[src/rtl/uart_pkg.sv]
// Shared UART rate definitions: rate indices, oversample encodings and the
// elaboration-time increment table used by the baud tick generator.
`timescale 1ns/1ps
package uart_pkg;

  localparam logic [2:0] BAUD_2400   = 3'd0;
  localparam logic [2:0] BAUD_4800   = 3'd1;
  localparam logic [2:0] BAUD_9600   = 3'd2;
  localparam logic [2:0] BAUD_19200  = 3'd3;
  localparam logic [2:0] BAUD_38400  = 3'd4;
  localparam logic [2:0] BAUD_57600  = 3'd5;
  localparam logic [2:0] BAUD_115200 = 3'd6;
  localparam logic [2:0] BAUD_CUSTOM = 3'd7;

  localparam logic OS_8  = 1'b0;
  localparam logic OS_16 = 1'b1;

  // Nominal bit rate for a table index; the custom slot has no table rate.
  function automatic longint baud_rate(input int idx);
    case (idx)
      0:       return 64'd2400;
      1:       return 64'd4800;
      2:       return 64'd9600;
      3:       return 64'd19200;
      4:       return 64'd38400;
      5:       return 64'd57600;
      6:       return 64'd115200;
      default: return 64'd0;
    endcase
  endfunction

  // Rounded accumulator increment: round(rate * os * 2^acc_w / clk_hz).
  function automatic longint baud_inc(input int idx, input int os,
                                      input longint clk_hz, input int acc_w);
    longint num;
    num = baud_rate(idx) * longint'(os) * (longint'(1) << acc_w);
    return (num + clk_hz / 2) / clk_hz;
  endfunction

  // Every table entry must be nonzero and fit in the accumulator.
  function automatic bit table_ok(input longint clk_hz, input int acc_w);
    longint inc8;
    longint inc16;
    bit ok;
    ok = 1'b1;
    for (int i = 0; i < 7; i++) begin
      inc8  = baud_inc(i, 8, clk_hz, acc_w);
      inc16 = baud_inc(i, 16, clk_hz, acc_w);
      if (inc8 == 0 || inc8 >= (longint'(1) << acc_w)) ok = 1'b0;
      if (inc16 == 0 || inc16 >= (longint'(1) << acc_w)) ok = 1'b0;
    end
    return ok;
  endfunction

endpackage

[src/rtl/baud_tick_gen.sv]
// Fractional baud/oversample tick generator. A phase accumulator overflows at
// rate x oversample; each overflow produces a registered one-cycle SampleTick,
// advances the oversample index and may flag the mid-bit or final slot.
// Strobe semantics: SampleTick, MidTick and BitTick are single-cycle pulses
// with no handshake; a consumer must act in the cycle the strobe is high.
`timescale 1ns/1ps
module baud_tick_gen
  import uart_pkg::*;
#(
  parameter int CLK_FREQ_HZ = 50000000,
  parameter int ACC_W       = 24
) (
  input  logic             Clock,
  input  logic             Reset,
  input  logic             Enable,
  input  logic             Resync,
  input  logic [2:0]       BaudSel,
  input  logic             OverSel,
  input  logic [ACC_W-1:0] CustomInc,
  output logic             SampleTick,
  output logic             MidTick,
  output logic             BitTick,
  output logic [3:0]       SubPhase
);

  logic [ACC_W-1:0] inc8Tbl  [8];
  logic [ACC_W-1:0] inc16Tbl [8];

  logic [ACC_W-1:0] acc;
  logic [3:0]       subCount;
  logic [2:0]       shBaudSel;
  logic             shOverSel;
  logic [ACC_W-1:0] shCustomInc;

  logic [ACC_W-1:0] liveInc;
  logic [ACC_W-1:0] runInc;
  logic [ACC_W:0]   sum;
  logic             carry;
  logic [3:0]       osLast;
  logic [3:0]       osMid;

  // Constant increment tables, folded at elaboration.
  for (genvar g = 0; g < 8; g++) begin : g_tbl
    assign inc8Tbl[g]  = ACC_W'(baud_inc(g, 8, CLK_FREQ_HZ, ACC_W));
    assign inc16Tbl[g] = ACC_W'(baud_inc(g, 16, CLK_FREQ_HZ, ACC_W));
  end

  if (!table_ok(CLK_FREQ_HZ, ACC_W)) begin : g_bad_table
    $error("baud_tick_gen: increment table entry is zero or overflows ACC_W");
  end

  // Increment selected by the live inputs; used when loading on Resync.
  always_comb begin
    liveInc = OverSel ? inc16Tbl[BaudSel] : inc8Tbl[BaudSel];
    if (BaudSel == BAUD_CUSTOM) liveInc = CustomInc;
  end

  // Increment selected by the shadow configuration; used while running.
  always_comb begin
    runInc = shOverSel ? inc16Tbl[shBaudSel] : inc8Tbl[shBaudSel];
    if (shBaudSel == BAUD_CUSTOM) runInc = shCustomInc;
  end

  assign sum    = {1'b0, acc} + {1'b0, runInc};
  assign carry  = sum[ACC_W];
  assign osLast = (shOverSel == OS_16) ? 4'd15 : 4'd7;
  assign osMid  = (shOverSel == OS_16) ? 4'd7  : 4'd3;

  // Shadow configuration: only follows the inputs while idle or on Resync.
  always_ff @(posedge Clock) begin
    if (Reset) begin
      shBaudSel   <= BAUD_2400;
      shOverSel   <= OS_8;
      shCustomInc <= '0;
    end else if (!Enable || Resync) begin
      shBaudSel   <= BaudSel;
      shOverSel   <= OverSel;
      shCustomInc <= CustomInc;
    end
  end

  // Accumulator, oversample counter and registered strobes.
  always_ff @(posedge Clock) begin
    if (Reset) begin
      acc        <= '0;
      subCount   <= '0;
      SampleTick <= 1'b0;
      MidTick    <= 1'b0;
      BitTick    <= 1'b0;
    end else if (!Enable) begin
      acc        <= '0;
      subCount   <= '0;
      SampleTick <= 1'b0;
      MidTick    <= 1'b0;
      BitTick    <= 1'b0;
    end else if (Resync) begin
      // Half-increment pre-load centres the first sample in its slot.
      acc        <= liveInc >> 1;
      subCount   <= '0;
      SampleTick <= 1'b0;
      MidTick    <= 1'b0;
      BitTick    <= 1'b0;
    end else begin
      acc        <= sum[ACC_W-1:0];
      SampleTick <= carry;
      MidTick    <= carry && (subCount == osMid);
      BitTick    <= carry && (subCount == osLast);
      if (carry) begin
        subCount <= (subCount == osLast) ? 4'd0 : subCount + 4'd1;
      end
    end
  end

  assign SubPhase = subCount;

endmodule

[config.mk]
export PLATFORM = sky130hd
export DESIGN_NAME = baud_tick_gen
export DESIGN_NICKNAME = d
export VERILOG_FILES = /design/src/rtl/uart_pkg.sv /design/src/rtl/baud_tick_gen.sv
export SDC_FILE = /design/constraint.sdc
export NUM_CORES = 1
export LEC_CHECK = 0
export BUFFER_PORTS_ARGS = -buffer_cell sky130_fd_sc_hd__clkbuf_2
export CAP_MARGIN = 30
export CELL_PAD_IN_SITES_DETAIL_PLACEMENT = 2
export CELL_PAD_IN_SITES_GLOBAL_PLACEMENT = 2
export CORE_ASPECT_RATIO = 1.1
export CORE_MARGIN = 2
export CORE_UTILIZATION = 38
export DETAILED_ROUTE_END_ITERATION = 8
export GPL_ROUTABILITY_DRIVEN = 0
export PLACE_DENSITY = 0.95
export SYNTH_ARGS = -nofsm -noshare
export SYNTH_HDL_FRONTEND = slang
export SYNTH_SLANG_ARGS = --single-unit
[constraint.sdc]
create_clock -name Clock -period 6.6 [get_ports Clock]
set_input_delay 0.66 -clock Clock [delete_from_list [all_inputs] [get_ports Clock]]
set_output_delay 0.66 -clock Clock [all_outputs]
set_load 0.01 [all_outputs]
==> qor.csv <==
stage;metric;value;unit
timing;Pins Over Slew Limit;0;
worst_setup_path;type of the worst setup path;flip-flop to flip-flop;
place;Final HPWL DP;15600;um
routing;drt pass-1 iters;5;
synthesis;Syn Nets;726;
worst_setup_path;Startpoint Class;flip-flop;
place;Port-buffer cells;38;
power_and_ir_drop;Pwr Density;221;nW/um^2
clocking;H-tree levels;3;
floorplanning;chip height;122;um
synthesis;top cells by area, synth;dfxtp_1 25%, ha_1 9.7%, nand2_1 9.0%;
finish;final instance area;5240;um^2
routing;vias per cell;6.31;
timing;final period utilization;0.728;
routing;Remaining DRCs;0;
worst_setup_path;reg2reg path depth;16;
clocking;CTS tree;done;
min_path;Hold EP;shCustomInc[22];
finish;Fillers;1439;
worst_setup_path;crit path capture type;flip-flop;
worst_setup_path;reg2reg end;SubPhase[3];
synthesis;Synth Cell Area;4770;um^2
synthesis;top-count cell post-synth;nand2_1;
floorplanning;Die X;111;um
timing;Final TNS setup;0;ps
timing;Rel. slew slack;0.326;
floorplanning;Die ar.;13500;um^2
clocking;count of hold buffers inserted by post-cts repair;0;
synthesis;Syn Inst Count;656;
worst_setup_path;CP required;6790;ps
synthesis;number of synthesized flops with an enable pin;0;
finish;ANT cells;0;
timing;fmax;0.208;GHz
synthesis;top cells by count, synth;114 x nand2_1, 78 x a21oi_1, 63 x nor2_1, 59 x dfxtp_1, 42 x o21ai_0;
finish;layout cells sized above 1;0.102;
routing;Routed WL per cell;25.1;um
grt;grt ovf;0;
place;dpl cell area;4960;um^2
clocking;Clock Tree Buf Depth;2;
synthesis;syn_area_per_cell;7.28;um^2
floorplanning;IO Pins;39;
clocking;CTS root buf;clkbuf_16;
synthesis;count of state elements after synthesis;59;
routing;vias;5190;
grt;pin count of the biggest net entering global routing;32;
routing;Starting DRT DRC Count;435;
synthesis;Async SR Flop Fraction;0;
worst_setup_path;Reg2Reg Setup Slack;1790;ps
grt;first-pass GRT wire length;31800;um
min_path;Hold Crit Depth;2;
clocking;Num CTS Buffers;9;
job;number of max-cap violations;0;
routing;final wirelength;20600;um
timing;RSZ-0062 raised after global routing;false;
synthesis;Ys Warns;0;
power_and_ir_drop;peak supply drop;172;uV
clocking;CTS resizes;0;
floorplanning;# rows;42;
clocking;post-CTS setup buffer count;0;
synthesis;register area share after synthesis;0.247;
grt;vias in the first global route;5657;
timing;final hold violation count;0;
timing;min Tclk post-route;4810;ps
min_path;hold path startpoint;shCustomInc[22];
clocking;clock latency at the later pin of the worst-skew pair;340;ps
worst_setup_path;Worst Path Arrival;5000;ps
finish;Area growth syn-to-layout;9.80;%
routing;ANT nets after route;0;
timing;Final Setup Violations;0;
floorplanning;Core ar.;12100;um^2
clocking;clk sink count;59;
min_path;class of the worst hold path;flip-flop to flip-flop;
clocking;Clk pin slew, worst setup/hold paths;50;ps
worst_setup_path;RR Startpoint;shBaudSel[2];
timing;Worst-Margin Slew;1010;ps
finish;final layout net count;734;
floorplanning;Initial Utilization;0.393;
power_and_ir_drop;leakage;0.00228;uW
grt;initial antenna violation count;0;
synthesis;Synth cell types;67;
timing;worst clock skew;7.38;ps
synthesis;top_reg_cell synth;dfxtp_1;
grt;GRT Total Usage;0.308;
worst_setup_path;CP Max Fanout;26;
status;status;complete, no violations;
synthesis;Synth area leader;dfxtp_1;
synthesis;post-synth top area share;0.247;
-- layout by cell type (no fill, tap or decap), types with 4 or more instances in the layout --
cell / count
nand2_1: 114
a21oi_1: 78
nor2_1: 63
dfxtp_1: 59
o21ai_0: 42
clkbuf_2: 38
ha_1: 37
a21o_1: 17
inv_1: 16
mux2i_1: 15
nor3_1: 15
o211ai_1: 12
xnor2_1: 12
nand3_1: 9
xor2_1: 9
clkbuf_16: 9
and3_1: 8
o22ai_1: 7
a211oi_1: 7
o21a_1: 6
a31oi_1: 6
nor2b_1: 5
a21boi_0: 5
o32ai_1: 4
or3_1: 4
a221oi_1: 4
nand3b_1: 4
-- registers in the layout, summed over array words and instances, names as in the netlist --
name	count
SubPhase	4
shCustomInc	24
shBaudSel	3
shOverSel	1
MidTick	1
SampleTick	1
acc	24
BitTick	1
-- per-layer routing --
metal,part of all wire,wire [um],track usage,up-vias
met2,0.49,10100,0.537,201
met4,0.067,1380,0.198,0
li1,-,-,-,2353
met3,0.044,898,0.0597,83
met1,0.40,8250,0.346,2553
met5,0,0,0,-
-- critical path, stage by stage, from the launching register on --
cell and delay, ps:
dfxtp_1 900, inv_1 410, nor2_1 400, a211oi_1 160, nor3_1 200, a21oi_1 70
o22ai_1 200, ha_1 210, inv_1 60, fa_1 370, nor2b_1 200, o2111a_1 270
o2111ai_1 260, a31oi_1 310, or2_1 300, mux2i_1 240, a21oi_1 90
-- layout make-up --
type	instances	area, um^2	area share
clock inverters	3	15.0	0.00286
well taps	154	193	0.0368
inverters	18	67.6	0.0129
repair buffers	40	220	0.0420
clock buffers	12	246	0.0470
multi-input cells	536	3320	0.633
flip-flops and latches	59	1180	0.225
-- cell families (layout without fill, tap and decap cells) --
family	Yosys count	count (layout)	synth area share
multiplexers	18	18	0.0432
buffers and inverters	61	73	0.0579
AO/OA/AOI/OAI	217	217	0.286
XOR/XNOR	21	21	0.0385
AND/OR/NAND/NOR	242	242	0.226
flip-flops	59	59	0.247
adder cells (fa/ha/maj)	38	38	0.101
-- power breakdown --
part	switching, uW	total (uW)	leakage (uW)	internal (uW)
clock	168	428	0.000132	260
sequential	19.2	395	0.000485	376
combinational	216	335	0.00167	119
-- how the worst max path moves through the flow --
| stage | endpoint | cells past startpoint | start |
|---|---|---|---|
| 2_1_floorplan | SubPhase[3] | 18 | shBaudSel[0] |
| 3_3_place_gp | SubPhase[3] | 16 | shBaudSel[2] |
| 4_1_cts | SubPhase[3] | 16 | shBaudSel[2] |
| 5_1_grt | SubPhase[3] | 16 | shBaudSel[2] |
| 3_5_place_dp | SubPhase[3] | 16 | shBaudSel[2] |
| 6_report | SubPhase[3] | 16 | shBaudSel[2] |
-- through the flow --
step | instances | hold WS (ps) | utilization | setup WS [ps] | total power, uW
finish | 822 | 465 | 0.432 | 1790 | 1160
global placement | 805 | 445 | 0.408 | 2400 | 693
floorplan | 656 | 427 | - | 3120 | 616
global route | 822 | 488 | 0.432 | 1450 | 1210
CTS | 821 | 463 | 0.431 | 1880 | 1160
detailed placement | 806 | 461 | 0.409 | 1910 | 722
Power figures use the tool's default switching activity.
